--- config.mk ---
export PLATFORM = sky130hd
export DESIGN_NAME = traffic_timer
export DESIGN_NICKNAME = d
export VERILOG_FILES = /design/src/rtl/traffic_pkg.sv /design/src/rtl/tick_prescaler.sv /design/src/rtl/traffic_timer.sv
export SDC_FILE = /design/constraint.sdc
export NUM_CORES = 1
export LEC_CHECK = 0
export CORE_UTILIZATION = 50
export CTS_CLUSTER_DIAMETER = 30
export DETAILED_ROUTE_END_ITERATION = 12
export HOLD_SLACK_MARGIN = 0.02
export PLACE_DENSITY = 0.8
export RECOVER_POWER = 25
export SYNTH_ARGS = -nofsm -noshare
export SYNTH_HDL_FRONTEND = slang
export SYNTH_SLANG_ARGS = --single-unit
--- constraint.sdc ---
create_clock -name clk -period 2.2 [get_ports clk]
set_clock_uncertainty 0.2 [all_clocks]
set_input_delay 0.44 -clock clk [delete_from_list [all_inputs] [get_ports clk]]
set_output_delay 0.44 -clock clk [all_outputs]
set_load 0.1 [all_outputs]
--- src/rtl/traffic_pkg.sv ---
`default_nettype none
// ============================================================================
// Module      : traffic_pkg
// Description : Shared types and defaults for the traffic-light interval
//               timer: timer state enum, default timing constants, and a
//               max() constant function used to size the DONE threshold.
// Revision    : 1.0 - initial release
// ============================================================================
package traffic_pkg;

    // RUN  : prescaler and tick counter advance
    // DONE : tick counter saturated, both flags high, prescaler idle
    typedef enum logic [0:0] {
        RUN  = 1'b0,
        DONE = 1'b1
    } timer_state_e;

    localparam int DEF_TICK_DIV     = 4;
    localparam int DEF_YELLOW_TICKS = 2;
    localparam int DEF_HOLD_TICKS   = 5;
    localparam int DEF_CNT_W        = 8;

    function automatic int unsigned max_val(input int unsigned a,
                                            input int unsigned b);
        return (a > b) ? a : b;
    endfunction

endpackage : traffic_pkg
`default_nettype wire

--- src/rtl/tick_prescaler.sv ---
`default_nettype none
// ============================================================================
// Module      : tick_prescaler
// Description : Divides clk down to a one-cycle timing tick every TICK_DIV
//               cycles. clr has priority and returns the divider to zero.
// Ports       : clk   - system clock
//               reset - asynchronous active-low reset
//               clr   - synchronous clear (priority over counting)
//               tick  - high for one cycle when the divider wraps
// Revision    : 1.0 - initial release
// ============================================================================
module tick_prescaler #(
    parameter int TICK_DIV = 4
) (
    input  logic clk,
    input  logic reset,
    input  logic clr,
    output logic tick
);

    localparam int            PW   = (TICK_DIV > 1) ? $clog2(TICK_DIV) : 1;
    localparam logic [PW-1:0] LAST = PW'(TICK_DIV - 1);

    logic [PW-1:0] cnt_q, cnt_d;

    always_comb begin
        cnt_d = cnt_q;
        if (clr) begin
            cnt_d = '0;
        end else if (cnt_q == LAST) begin
            cnt_d = '0;
        end else begin
            cnt_d = cnt_q + 1'b1;
        end
    end

    always_ff @(posedge clk or negedge reset) begin
        if (!reset) begin
            cnt_q <= '0;
        end else begin
            cnt_q <= cnt_d;
        end
    end

    // Tick marks the cycle whose rising edge wraps the divider.
    assign tick = (cnt_q == LAST);

endmodule : tick_prescaler
`default_nettype wire

--- src/rtl/traffic_timer.sv ---
`default_nettype none
// ============================================================================
// Module      : traffic_timer
// Description : Interval timer for the traffic-light controller. A restart
//               (START_TIMER) clears a tick counter; sticky flags T_YELLOW
//               and T_HOLD rise once YELLOW_TICKS / HOLD_TICKS ticks have
//               elapsed. The counter saturates in DONE.
// Ports       : clk          - system clock
//               reset        - asynchronous active-low reset
//               START_TIMER  - restart request
//               T_YELLOW     - registered sticky yellow-elapsed flag
//               T_HOLD       - registered sticky hold-elapsed flag
//               yellow_ticks - (TRAFFIC_TIMER_CFG_EN) runtime yellow ticks
//               hold_ticks   - (TRAFFIC_TIMER_CFG_EN) runtime hold ticks
// Macro       : TRAFFIC_TIMER_CFG_EN - adds runtime-configurable durations,
//               latched on every restart; a latched 0 behaves as 1.
// Revision    : 1.0 - initial release
// ============================================================================
module traffic_timer
    import traffic_pkg::*;
#(
    parameter int TICK_DIV     = DEF_TICK_DIV,
    parameter int YELLOW_TICKS = DEF_YELLOW_TICKS,
    parameter int HOLD_TICKS   = DEF_HOLD_TICKS,
    parameter int CNT_W        = DEF_CNT_W
) (
    input  logic             clk,
    input  logic             reset,
    input  logic             START_TIMER,
`ifdef TRAFFIC_TIMER_CFG_EN
    input  logic [CNT_W-1:0] yellow_ticks,
    input  logic [CNT_W-1:0] hold_ticks,
`endif
    output logic             T_YELLOW,
    output logic             T_HOLD
);

    timer_state_e     state_q, state_d;
    logic [CNT_W-1:0] count_q, count_d;
    logic             t_yellow_q, t_yellow_d;
    logic             t_hold_q, t_hold_d;
    logic             tick;
    logic [CNT_W-1:0] yellow_lim;
    logic [CNT_W-1:0] hold_lim;
    logic [CNT_W-1:0] done_lim;
    logic [CNT_W-1:0] count_inc;

`ifdef TRAFFIC_TIMER_CFG_EN
    logic [CNT_W-1:0] yellow_lim_q, yellow_lim_d;
    logic [CNT_W-1:0] hold_lim_q, hold_lim_d;

    // Limits are captured only at restart so mid-interval input changes
    // cannot disturb the running interval. Zero is promoted to one.
    always_comb begin
        yellow_lim_d = yellow_lim_q;
        hold_lim_d   = hold_lim_q;
        if (START_TIMER) begin
            yellow_lim_d = (yellow_ticks == '0) ? CNT_W'(1) : yellow_ticks;
            hold_lim_d   = (hold_ticks   == '0) ? CNT_W'(1) : hold_ticks;
        end
    end

    always_ff @(posedge clk or negedge reset) begin
        if (!reset) begin
            yellow_lim_q <= CNT_W'(YELLOW_TICKS);
            hold_lim_q   <= CNT_W'(HOLD_TICKS);
        end else begin
            yellow_lim_q <= yellow_lim_d;
            hold_lim_q   <= hold_lim_d;
        end
    end

    assign yellow_lim = yellow_lim_q;
    assign hold_lim   = hold_lim_q;
    assign done_lim   = (yellow_lim_q > hold_lim_q) ? yellow_lim_q : hold_lim_q;
`else
    assign yellow_lim = CNT_W'(YELLOW_TICKS);
    assign hold_lim   = CNT_W'(HOLD_TICKS);
    assign done_lim   = CNT_W'(max_val(YELLOW_TICKS, HOLD_TICKS));
`endif

    // Holding the divider clear in DONE keeps it idle and guarantees a
    // restart always begins a full TICK_DIV period.
    tick_prescaler #(
        .TICK_DIV (TICK_DIV)
    ) u_prescaler (
        .clk   (clk),
        .reset (reset),
        .clr   (START_TIMER || (state_q == DONE)),
        .tick  (tick)
    );

    assign count_inc = count_q + 1'b1;

    always_comb begin
        state_d    = state_q;
        count_d    = count_q;
        t_yellow_d = t_yellow_q;
        t_hold_d   = t_hold_q;
        if (START_TIMER) begin
            // Restart wins over any coincident tick, flag set or DONE entry.
            state_d    = RUN;
            count_d    = '0;
            t_yellow_d = 1'b0;
            t_hold_d   = 1'b0;
        end else if ((state_q == RUN) && tick) begin
            count_d = count_inc;
            if (count_inc == yellow_lim) t_yellow_d = 1'b1;
            if (count_inc == hold_lim)   t_hold_d   = 1'b1;
            if (count_inc == done_lim)   state_d    = DONE;
        end
    end

    always_ff @(posedge clk or negedge reset) begin
        if (!reset) begin
            state_q    <= RUN;
            count_q    <= '0;
            t_yellow_q <= 1'b0;
            t_hold_q   <= 1'b0;
        end else begin
            state_q    <= state_d;
            count_q    <= count_d;
            t_yellow_q <= t_yellow_d;
            t_hold_q   <= t_hold_d;
        end
    end

    assign T_YELLOW = t_yellow_q;
    assign T_HOLD   = t_hold_q;

endmodule : traffic_timer
`default_nettype wire

### After elaboration in Yosys (flattened, before gate mapping)

Index checks and enable logic that the tools add are counted.

| cells by class | value |
|---|---|
| add/subtract/negate cells | 2 |
| eq/ne operators | 3 |
| multiplexer cells | 10 |
| bitwise gates (word level) | 1 |
| reductions and logical operators | 7 |

Operator list:

| operator | number |
|---|---|
| two-way mux 8 bit | 2 |
| adder 8 x 1 -> 8 bit, second input constant | 1 |
| equality test 8 x 2 -> 1 bit, second input constant | 1 |
| equality test 8 x 3 -> 1 bit, second input constant | 1 |
| two-way mux 1 bit | 6 |
| nonzero test 2 bit | 3 |
| two-way mux 2 bit | 2 |
| AND reduction 2 bit | 2 |
| adder 2 x 1 -> 2 bit, second input constant | 1 |
| equality test 2 bit, second input constant | 1 |
| logical AND 1 bit | 1 |
| logical OR 1 bit | 1 |
| NOT 1 bit | 1 |

| word-level totals | value |
|---|---|
| bits in registers | 12 |
| input bits | 3 |
| output and inout bits | 2 |
| word-level logic and storage cells | 27 |

### Depth between registers and ports, before layout

Gate-level depths: netlist of run 1.

| logic depth | value |
|---|---|
| depth after elaboration | 5 |
| mapped depth | 6 |
| mapped depth without buffers | 5 |

### Hierarchy

A second synthesis of run 1 with hierarchy kept.

| second synthesis, totals | value |
|---|---|
| cell total of the unflattened synthesis | 71 |
| area, all modules | 701.9 um^2 |

By module, submodules not included:

| module | instances | cells an instance | area each (um^2) | seq. area each (um^2) |
|---|---|---|---|---|
| traffic_timer | 1 | 66 | 623.1 | 250.2 |
| tick_prescaler | 1 | 5 | 78.8 | 50.0 |

### Least setup slack after synthesis of run 1

No wires, ideal clock.

| path | value |
|---|---|
| kind | register to register |
| start point | reg, netlist name T_HOLD |
| end point | reg t_hold_q (netlist: T_HOLD) |
| setup time | 0.083 ns |
| arrival | 1.686 ns |
| required time | 1.917 ns |
| slack | 0.231 ns |
| cell stages (with the launch flop) | 6 |
| buffers on the path | 1 |
| clock period less this slack | 1.969 ns |
| cells stage by stage | dfrtp_1 -> nor2b_1 -> clkbuf_1 -> nor2_1 -> a2111o_1 -> o22ai_1 |

RTL lines:

| element | line | text |
|---|---|---|
| to (signal assigned) | traffic_timer.sv:124 | `t_hold_q <= t_hold_d;` |
| to (decl) | traffic_timer.sv:41 | `logic t_hold_q, t_hold_d;` |

### Final worst setup path of run 1

| path | value |
|---|---|
| start point | reg count_q[0] |
| end point | reg t_hold_q (netlist: T_HOLD) |

| between the ends | value |
|---|---|
| word-level cells in the longest chain between the ends | 4 |

RTL lines:

| element | line | text |
|---|---|---|
| from (decl) | traffic_timer.sv:39 | `logic [CNT_W-1:0] count_q, count_d;` |
| from (signal assigned) | traffic_timer.sv:122 | `count_q <= count_d;` |
| adder 8 x 1 -> 8 bit | traffic_timer.sv:93 | `assign count_inc = count_q + 1'b1;` |
| equality test 8 x 3 -> 1 bit | traffic_timer.sv:109 | `if (count_inc == hold_lim) t_hold_d = 1'b1;` |
| nonzero test 2 bit (no source line) | n/a |  |
| AND reduction 2 bit (no source line) | n/a |  |

Every way passes these cells.
A chain may end at the register's enable or synchronous reset.

==> impl_metrics.json, run 1 <==
{
  "whs_path_depth": 1,
  "p_leak_nw": 0.350,
  "vias": 487,
  "routedWlPerCell_um": 14.1,
  "clk_pin_slew_ns": 0.08,
  "cts_buffer_depth": 2,
  "final_hold_viol_count": 0,
  "cpMaxStageDelayCell": "dfrtp_1",
  "min_path_type": "register to register",
  "cp_data_arrival_time_ns": 1.86,
  "status": "finished, final reports clean",
  "synthFlopType": "dfrtp_1",
  "yosysSeqAreaShare_pct": 43.9,
  "nFillCells": 97,
  "crit_required_ns": 2.20,
  "cpPeakStageDelay_ns": 0.47,
  "fin_crit_sh_pct": 84.9,
  "dieWidth_um": 39.0,
  "track_usage_pct": 21.2,
  "syn_area_um2": 684,
  "syn_inst": 69,
  "peakVddDrop_mv": 0.383,
  "synthArstFlopShare_pct": 100,
  "num_rows": 12,
  "setup_viol": 0,
  "path_cells": "ha_1, and3_2, a31oi_1, a2111o_1, o22ai_1",
  "cts_htree_levels": 1,
  "synth_top_area_share_pct": 43.9,
  "ant_nets": 0,
  "nets": 82,
  "die-area_mm2": 0.00152,
  "yosysWarnings": 0,
  "cts_hold_buf": 0,
  "tightestPinTransition_ns": 0.547,
  "synth.distinct_cells": 26,
  "viasPerCell": 5.53,
  "cts_resized": 0,
  "yosys.area.top_type": "dfrtp_1",
  "areaGrowthSynthToFinish_pct": 13.0,
  "slew_headroom_pct": 63.4,
  "drt_first_pass_iters": 4,
  "power_frac_comb_pct": 9.7,
  "end_kind": "register",
  "port_buffers": 4,
  "start_util_pct": 57.7,
  "drcViolationCount": 0,
  "rsz0062_at_grt": "no",
  "r2r_cells": 5,
  "clk_latency_ns": 0.27,
  "post-route-min-period_ns": 1.87,
  "holdWs_ns": 0.242,
  "ys_seq_elements": 12,
  "worst_slack_ns": 0.333,
  "critPathKind": "register to register",
  "pre_cts_ws_ns": 0.310,
  "cts_buffers": 3,
  "clock-sinks": 12,
  "root_buffer": "clkbuf_4",
  "p_int_mw": 0.346,
  "cp_max_fo": 7,
  "synth_edf_count": 0,
  "grt_pass1_wl_um": 2050,
  "cts_tree": "built",
  "grt_pass1_vias": 493,
  "maxSlewViolCount": 0,
  "finalSetupTns_ns": 0,
  "postCtsSetupBuffers": 0,
  "drtIter0Drc": 15,
  "pin_count": 5,
  "powerDensity_mw_per_mm2": 591,
  "grt-ovfl-total": 0,
  "pwr-share-clk_pct": 39.3,
  "drive_above_1_share_pct": 14.9,
  "p_sw_mw": 0.111,
  "gp_congestion": 0.786,
  "coreArea_mm2": 0.00119,
  "fmax_ghz": 0.536,
  "antenna_found_initial": 0,
  "switching_share_pct": 24.3,
  "die_h_um": 39.0,
  "post-dp-hpwl_um": 871,
  "ys_top_cells_by_count": "12 x dfrtp_1, 10 x nor2_1, 6 x xor2_1",
  "drv_cap": 0,
  "synth_nets": 76,
  "critPathLaunchType": "register",
  "synth_most_common_cell": "dfrtp_1",
  "grt_max_degree": 13,
  "syn_avg_cell_area_um2": 9.92,
  "synth_area_leaders": "dfrtp_1 44%, xor2_1 7.7%, ha_1 7.3%, xnor2_1 6.4%, nor2_1 5.5%",
  "seqPwrFrac_pct": 51.1,
  "routed_wl_um": 1240,
  "antenna_cells": 0
}
## metrics by stage
step                      utilization, %  total power [mW]  cells  cell area, um^2
after floorplan                        -             0.264     69              684
after global placement              62.1             0.281     84              737
after detailed placement            62.1             0.283     84              737
after CTS                           65.2             0.461     88              773
after global routing                65.2             0.479     88              773
final                               65.2             0.457     88              773
## worst max-delay path, delay by kind of cell (launching register included)
kind | cells | cell delay, ns
AO/OA/AOI/OAI | 3 | 0.63
adder cells (fa/ha/maj) | 1 | 0.27
flip-flops | 1 | 0.47
AND/OR/NAND/NOR | 1 | 0.22
## final timing paths
path,start,end,slack [ns]
hold / removal,u_prescaler.cnt_q[0]$_DFF_PN0_,u_prescaler.cnt_q[0]$_DFF_PN0_,0.24
max in group asynchronous,reset,count_q[2]$_DFFE_PN0P_,1.05
setup / recovery,count_q[0]$_DFFE_PN0P_,T_HOLD$_DFFE_PN0P_,0.33
hold reg to reg,u_prescaler.cnt_q[0]$_DFF_PN0_,u_prescaler.cnt_q[0]$_DFF_PN0_,0.24
min in group asynchronous,reset,count_q[4]$_DFFE_PN0P_,0.38
setup reg to reg,count_q[0]$_DFFE_PN0P_,T_HOLD$_DFFE_PN0P_,0.33
## layout make-up
type / count / area (um^2) / area share [%]
Inverter: 4 / 15.0 / 1.94
Sequential cell: 12 / 300 / 38.8
Multi-Input combinational cell: 48 / 342 / 44.2
Tap cell: 14 / 17.5 / 2.27
Timing Repair Buffer: 6 / 62.6 / 8.09
Clock buffer: 4 / 36.3 / 4.69
## layer usage
metal,routed length [um],global-route usage (%)
met1,587,25.6
met2,592,33.3
met3,40,5.20
met4,20,12.9
met5,0,0
## flip-flops by register name, indices dropped and copies added, names as in the netlist
signal	count
T_YELLOW	1
count_q	8
u_prescaler.cnt_q	2
T_HOLD	1
## layout by cell type (no fill, tap or decap)
| master | netlist | layout |
|---|---|---|
| clkbuf_4 | 0 | 3 |
| nor2b_1 | 1 | 1 |
| dlygate4sd3_1 | 0 | 1 |
| clkbuf_8 | 0 | 1 |
| nor2_1 | 10 | 10 |
| nand2_1 | 2 | 2 |
| inv_1 | 4 | 4 |
| nor3b_1 | 1 | 1 |
| buf_4 | 0 | 3 |
| ha_1 | 4 | 4 |
| xnor2_1 | 5 | 5 |
| xor2_1 | 6 | 6 |
| a311oi_1 | 1 | 1 |
| o22ai_1 | 2 | 2 |
| dfrtp_1 | 12 | 12 |
| nand3_1 | 3 | 3 |
| or3b_2 | 1 | 1 |
| a31oi_1 | 1 | 1 |
| nand3b_1 | 1 | 1 |
| and3_2 | 1 | 1 |
| nand4_1 | 3 | 3 |
| clkdlybuf4s50_1 | 0 | 1 |
| buf_12 | 0 | 1 |
| and4_4 | 1 | 1 |
| and3b_1 | 1 | 1 |
| a21oi_1 | 1 | 1 |
| nor4_1 | 1 | 1 |
| a211o_1 | 1 | 1 |
| a2111o_1 | 1 | 1 |
## logic make-up after synthesis
| family | share of synthesized area, % |
|---|---|
| XOR/XNOR | 14.1 |
| AND/OR/NAND/NOR | 20.8 |
| AO/OA/AOI/OAI | 7.68 |
| buffers and inverters | 6.21 |
| flip-flops | 43.9 |
| adder cells (fa/ha/maj) | 7.31 |
## power by group through the flow
stage,Sequential [mW],Clock [mW],Combinational [mW]
global placement,0.237,0,0.0439
global route,0.234,0.195,0.0499
finish,0.233,0.179,0.0441
CTS,0.233,0.183,0.0451
floorplan,0.243,0,0.0208
detailed placement,0.238,0,0.0450
Note: power is estimated with default switching activity, not from simulation.
==> inputs of run 2 (changes only) <==
--- a/config.mk
+++ b/config.mk
@@ -5,11 +5,11 @@
 export SDC_FILE = /design/constraint.sdc
 export NUM_CORES = 1
 export LEC_CHECK = 0
-export CORE_UTILIZATION = 50
+export CORE_UTILIZATION = 49
 export CTS_CLUSTER_DIAMETER = 30
 export DETAILED_ROUTE_END_ITERATION = 12
 export HOLD_SLACK_MARGIN = 0.02
-export PLACE_DENSITY = 0.8
+export PLACE_DENSITY = 0.81
 export RECOVER_POWER = 25
 export SYNTH_ARGS = -nofsm -noshare
 export SYNTH_HDL_FRONTEND = slang
==> constraint.sdc (replaced) <==
create_clock -name clk -period 1.7 [get_ports clk]
set_clock_uncertainty 0.2 [all_clocks]
set_input_delay 0.34 -clock clk [delete_from_list [all_inputs] [get_ports clk]]
set_output_delay 0.34 -clock clk [all_outputs]
set_load 0.1 [all_outputs]
==> impl_metrics.json, run 2 (same netlist as run 1, synthesis figures left out) <==
{
  "antenna_cells": 0,
  "antenna_found_initial": 0,
  "vias": 533,
  "start_util_pct": 52.6,
  "final_cell_mix": "13 x buf_4, 11 x dfrtp_1, 10 x nor2_1",
  "critPathLaunchType": "register",
  "num_rows": 13,
  "place_area_um2": 828,
  "cts_htree_levels": 1,
  "clk_latency_ns": 0.28,
  "multi_input_area_um2": 362,
  "drt_first_pass_iters": 2,
  "ant_nets": 0,
  "post-route-min-period_ns": 1.70,
  "r2r_end": "T_YELLOW$_DFFE_PN0P_",
  "track_usage_pct": 23.8,
  "setup_viol": 0,
  "largest_reg_flops": 8,
  "drv_cap": 0,
  "register_area_um2": 304,
  "cts_buffers": 3,
  "fmax_ghz": 0.590,
  "grt_max_degree": 9,
  "min_path_type": "input pin to asynchronous set/reset pin",
  "viasPerCell": 5.33,
  "maxSlewViolCount": 0,
  "fin_crit_sh_pct": 99.8,
  "final_hold_viol_count": 0,
  "grt-ovfl-total": 0,
  "final_common_cell": "buf_4",
  "final_area_um2": 893,
  "grt_pass1_wl_um": 2290,
  "reg2reg_slack_ns": 0.004,
  "timing.rr.start": "count_q[0]$_DFFE_PN0P_",
  "cp-startpoint": "count_q[0]$_DFFE_PN0P_",
  "r2r_cells": 4,
  "dieWidth_um": 39.4,
  "pin_count": 5,
  "cp_data_arrival_time_ns": 1.69,
  "coreArea_mm2": 0.00130,
  "finalPower_mw": 0.600,
  "die_h_um": 39.4,
  "drtIter0Drc": 5,
  "gp_congestion": 0.736,
  "top_regs": "count_q x8, u_prescaler.cnt_q x2",
  "drive_above_1_share_pct": 30.6,
  "p_leak_nw": 0.407,
  "powerDensity_mw_per_mm2": 672,
  "slew_headroom_pct": 78.5,
  "tightestPinTransition_ns": 0.321,
  "rsz0062_at_grt": "yes",
  "die-area_mm2": 0.00155,
  "crit_required_ns": 1.70,
  "peakVddDrop_mv": 0.579,
  "routedWlPerCell_um": 14.0,
  "areaGrowthSynthToFinish_pct": 30.5,
  "root_buffer": "clkbuf_4",
  "nets": 93,
  "routed_wl_um": 1400,
  "post-dp-hpwl_um": 1100,
  "drcViolationCount": 0,
  "cts_hold_buf": 0,
  "end_kind": "register",
  "status": "finished, final reports clean",
  "nFillCells": 116,
  "cts_tree": "built",
  "cp_max_fo": 4,
  "clock-sinks": 12,
  "cts_buffer_depth": 2,
  "post-route-util_pct": 68.7,
  "clk_pin_slew_ns": 0.07,
  "largest-register": "count_q",
  "critPathKind": "register to register",
  "grt_pass1_vias": 507,
  "port_buffers": 4
}
-- run 2: changes by cell type in the layout (fill, tap and decap cells not counted), sizes merged --
| cell | before | now |
|---|---|---|
| buf | 4 | 15 |
-- run 2: worst max path at each step --
stage | slack, ns | cells after the start | endpoint
floorplan | 0.003 | 5 | T_YELLOW$_DFFE_PN0P_
global route | -0.04 | 5 | T_YELLOW$_DFFE_PN0P_
detailed placement | -0.06 | 5 | T_YELLOW$_DFFE_PN0P_
CTS | 0.005 | 4 | T_YELLOW$_DFFE_PN0P_
finish | 0.004 | 4 | T_YELLOW$_DFFE_PN0P_
global placement | -0.02 | 5 | T_YELLOW$_DFFE_PN0P_
-- run 2: stage by stage --
| step | setup WS, ns | hold WS [ns] | instances | TNS, ns |
|---|---|---|---|---|
| final | 0.00414 | 0.186 | 100 | 0 |
| after global routing | -0.0357 | 0.183 | 100 | -0.0651 |
| after CTS | 0.00510 | 0.112 | 99 | 0 |
| after detailed placement | -0.0589 | 0.234 | 94 | -0.0923 |
| after global placement | -0.0234 | 0.231 | 94 | -0.0234 |
| after floorplan | 0.00289 | -0.156 | 69 | 0 |
-- run 2: what timing repair did --
| item | 4_1_cts | 5_1_grt |
|---|---|---|
| endpoints found under the setup margin | 2 | 2 |
| resized for setup | 1 | 2 |
| setup buffers | 1 | 1 |
| pin swaps | 4 | 0 |
-- run 2: routing by layer --
layer  share of wire [%]  up-vias  track usage, %
met5                   0        -               0
met2                  51        7            40.0
met1                  43      255            25.6
met3                 3.5        5            10.2
met4                 2.1        0            10.3
li1                    -      266               -
-- run 2: area by class of cell --
cell class,instances,share of cell area (%)
Sequential cell,12,34.0
Multi-Input combinational cell,48,40.5
Clock buffer,4,4.06
Timing Repair Buffer,17,17.6
Inverter,4,1.68
Tap cell,15,2.10
-- run 2: where the power goes --
part | switching, mW | internal [mW]
combinational | 0.0390 | 0.0356
clock | 0.0945 | 0.130
sequential | 0.00612 | 0.294
total | 0.140 | 0.460
-- run 2: worst max-delay path: stages (launching register included) --
cell and delay [ns]:
dfrtp_1 0.42, and4_4 0.21, a211o_1 0.26, a2111o_1 0.40, o22ai_1 0.12
==> inputs of run 3 (changes only) <==
--- a/config.mk
+++ b/config.mk
@@ -5,12 +5,14 @@
 export SDC_FILE = /design/constraint.sdc
 export NUM_CORES = 1
 export LEC_CHECK = 0
+export CORE_MARGIN = 5
 export CORE_UTILIZATION = 49
 export CTS_CLUSTER_DIAMETER = 30
 export DETAILED_ROUTE_END_ITERATION = 12
 export HOLD_SLACK_MARGIN = 0.02
 export PLACE_DENSITY = 0.81
 export RECOVER_POWER = 25
+export SETUP_SLACK_MARGIN = 0.2
 export SYNTH_ARGS = -nofsm -noshare
 export SYNTH_HDL_FRONTEND = slang
 export SYNTH_SLANG_ARGS = --single-unit
==> impl_metrics.json, run 3 (same netlist as run 1, synthesis figures left out) <==
{
  "clk_pin_slew_ns": 0.08,
  "critPathKind": "register to register",
  "cts_htree_levels": 1,
  "clk_latency_ns": 0.27,
  "routed_wl_um": 1650,
  "reg2reg_slack_ns": 0.01,
  "pin_count": 5,
  "die_h_um": 47.4,
  "end_kind": "register",
  "switching_share_pct": 24.2,
  "die-area_mm2": 0.00224,
  "multi_input_area_um2": 375,
  "routedWlPerCell_um": 15.4,
  "largest-register": "count_q",
  "clock-sinks": 12,
  "antenna_cells": 0,
  "top_regs": "count_q x8, u_prescaler.cnt_q x2",
  "nets": 100,
  "place_inst": 95,
  "drtIter0Drc": 7,
  "viasPerCell": 5.34,
  "drv_cap": 0,
  "grt_pass1_vias": 573,
  "cts_buffer_depth": 2,
  "largest_reg_flops": 8,
  "drive_above_1_share_pct": 38.0,
  "grt-ovfl-total": 0,
  "p_leak_nw": 0.441,
  "cp_max_fo": 4,
  "root_buffer": "clkbuf_4",
  "port_buffers": 4,
  "post-route-min-period_ns": 1.69,
  "powerDensity_mw_per_mm2": 650,
  "holdCritStartpoint": "u_prescaler.cnt_q[0]$_DFF_PN0_",
  "pre_cts_ws_ns": -0.0166,
  "vias": 571,
  "whs_path_depth": 2,
  "num_rows": 13,
  "start_util_pct": 51.9,
  "timing.rr.start": "count_q[0]$_DFFE_PN0P_",
  "crit_required_ns": 1.70,
  "antenna_found_initial": 0,
  "p_int_mw": 0.474,
  "p_sw_mw": 0.152,
  "final_cell_mix": "17 x buf_4, 11 x dfrtp_1, 10 x nor2_1",
  "nFillCells": 92,
  "status": "finished, final reports clean",
  "min_path_type": "register to register",
  "track_usage_pct": 17.6,
  "seqPwrFrac_pct": 48.1,
  "fin_crit_sh_pct": 99.4,
  "grt_pass1_wl_um": 2650,
  "setup_viol": 0,
  "pwr-share-clk_pct": 36.7,
  "final_common_cell": "buf_4",
  "r2r_end": "T_HOLD$_DFFE_PN0P_",
  "areaGrowthSynthToFinish_pct": 40.8,
  "fmax_ghz": 0.592,
  "layout.cells.non_filler": 107,
  "dieWidth_um": 47.4,
  "grt_max_degree": 13,
  "tightestPinTransition_ns": 0.643,
  "peakVddDrop_mv": 0.554,
  "power_frac_comb_pct": 15.2,
  "cts_tree": "built",
  "coreArea_mm2": 0.00132,
  "final_hold_viol_count": 0,
  "drt_first_pass_iters": 4,
  "maxSlewViolCount": 0,
  "drcViolationCount": 0,
  "ant_nets": 0,
  "register_area_um2": 304,
  "rsz0062_at_grt": "yes",
  "worst_slack_ns": 0.0108,
  "critPathLaunchType": "register",
  "r2r_cells": 5,
  "hold_path_end": "u_prescaler.cnt_q[0]$_DFF_PN0_",
  "cp_data_arrival_time_ns": 1.68,
  "gp_congestion": 0.838,
  "cts_buffers": 3,
  "slew_headroom_pct": 57.1
}
==> run 3: worst max path at each step <==
stage | startpoint | cells past startpoint | endpoint | slack (ns)
after CTS | count_q[0]$_DFFE_PN0P_ | 5 | T_HOLD$_DFFE_PN0P_ | 0.03
final | count_q[0]$_DFFE_PN0P_ | 5 | T_HOLD$_DFFE_PN0P_ | 0.01
after global routing | count_q[0]$_DFFE_PN0P_ | 5 | T_HOLD$_DFFE_PN0P_ | -0.05
after floorplan | count_q[0]$_DFFE_PN0P_ | 5 | T_HOLD$_DFFE_PN0P_ | 0.02
after global placement | START_TIMER | 3 | T_HOLD$_DFFE_PN0P_ | 0.0008
after detailed placement | count_q[0]$_DFFE_PN0P_ | 5 | T_YELLOW$_DFFE_PN0P_ | -0.02
==> run 3: power by group through the flow <==
stage | Clock (mW) | Combinational, mW | Sequential (mW)
3_3_place_gp | 0 | 0.0697 | 0.306
4_1_cts | 0.236 | 0.0826 | 0.302
3_5_place_dp | 0 | 0.0726 | 0.307
6_report | 0.230 | 0.0949 | 0.301
5_1_grt | 0.258 | 0.103 | 0.303
2_1_floorplan | 0 | 0.0284 | 0.314
==> run 3: what timing repair did <==
action                                  CTS  global route
buffers inserted                          4             4
pin swaps                                 3             3
hold endpoints to repair                  0             0
hold buffers                              0             0
endpoints found under the setup margin    9             8
gates resized for setup                   5             3
==> run 3: final cells by class <==
cell class                      instances  area share [%]
Timing Repair Buffer                   24            22.2
Sequential cell                        12            31.6
Multi-Input combinational cell         48            39.0
Clock buffer                            4            3.77
Tap cell                               15            1.95
Inverter                                4            1.56
==> run 3: layer usage <==
metal	part of all wire, %	up-vias	routed length, um	GRT usage (%)
li1	-	280	-	-
met1	41	279	683	19.5
met2	53	8	876	29.4
met3	3.1	4	51	6.51
met4	2.1	0	34	8.29
met5	0	-	0	0
==> run 3: worst max-delay path, stage by stage (launching register included) <==
cell	delay (ns)
dfrtp_1	0.42
ha_2	0.22
a311oi_2	0.25
a31oi_1	0.07
a2111o_1	0.32
o22ai_1	0.13
==> run 3: stage by stage <==
step	power, mW	setup TNS (ns)	hold WS (ns)	util, %	area (um^2)
after floorplan	0.343	0	-0.156	-	703
after global placement	0.375	0	0.233	63.8	841
after detailed placement	0.380	-0.0177	0.237	63.8	841
after CTS	0.620	0	0.161	70.1	923
after global routing	0.664	-0.0756	0.360	73.1	963
final	0.626	0	0.333	73.1	963
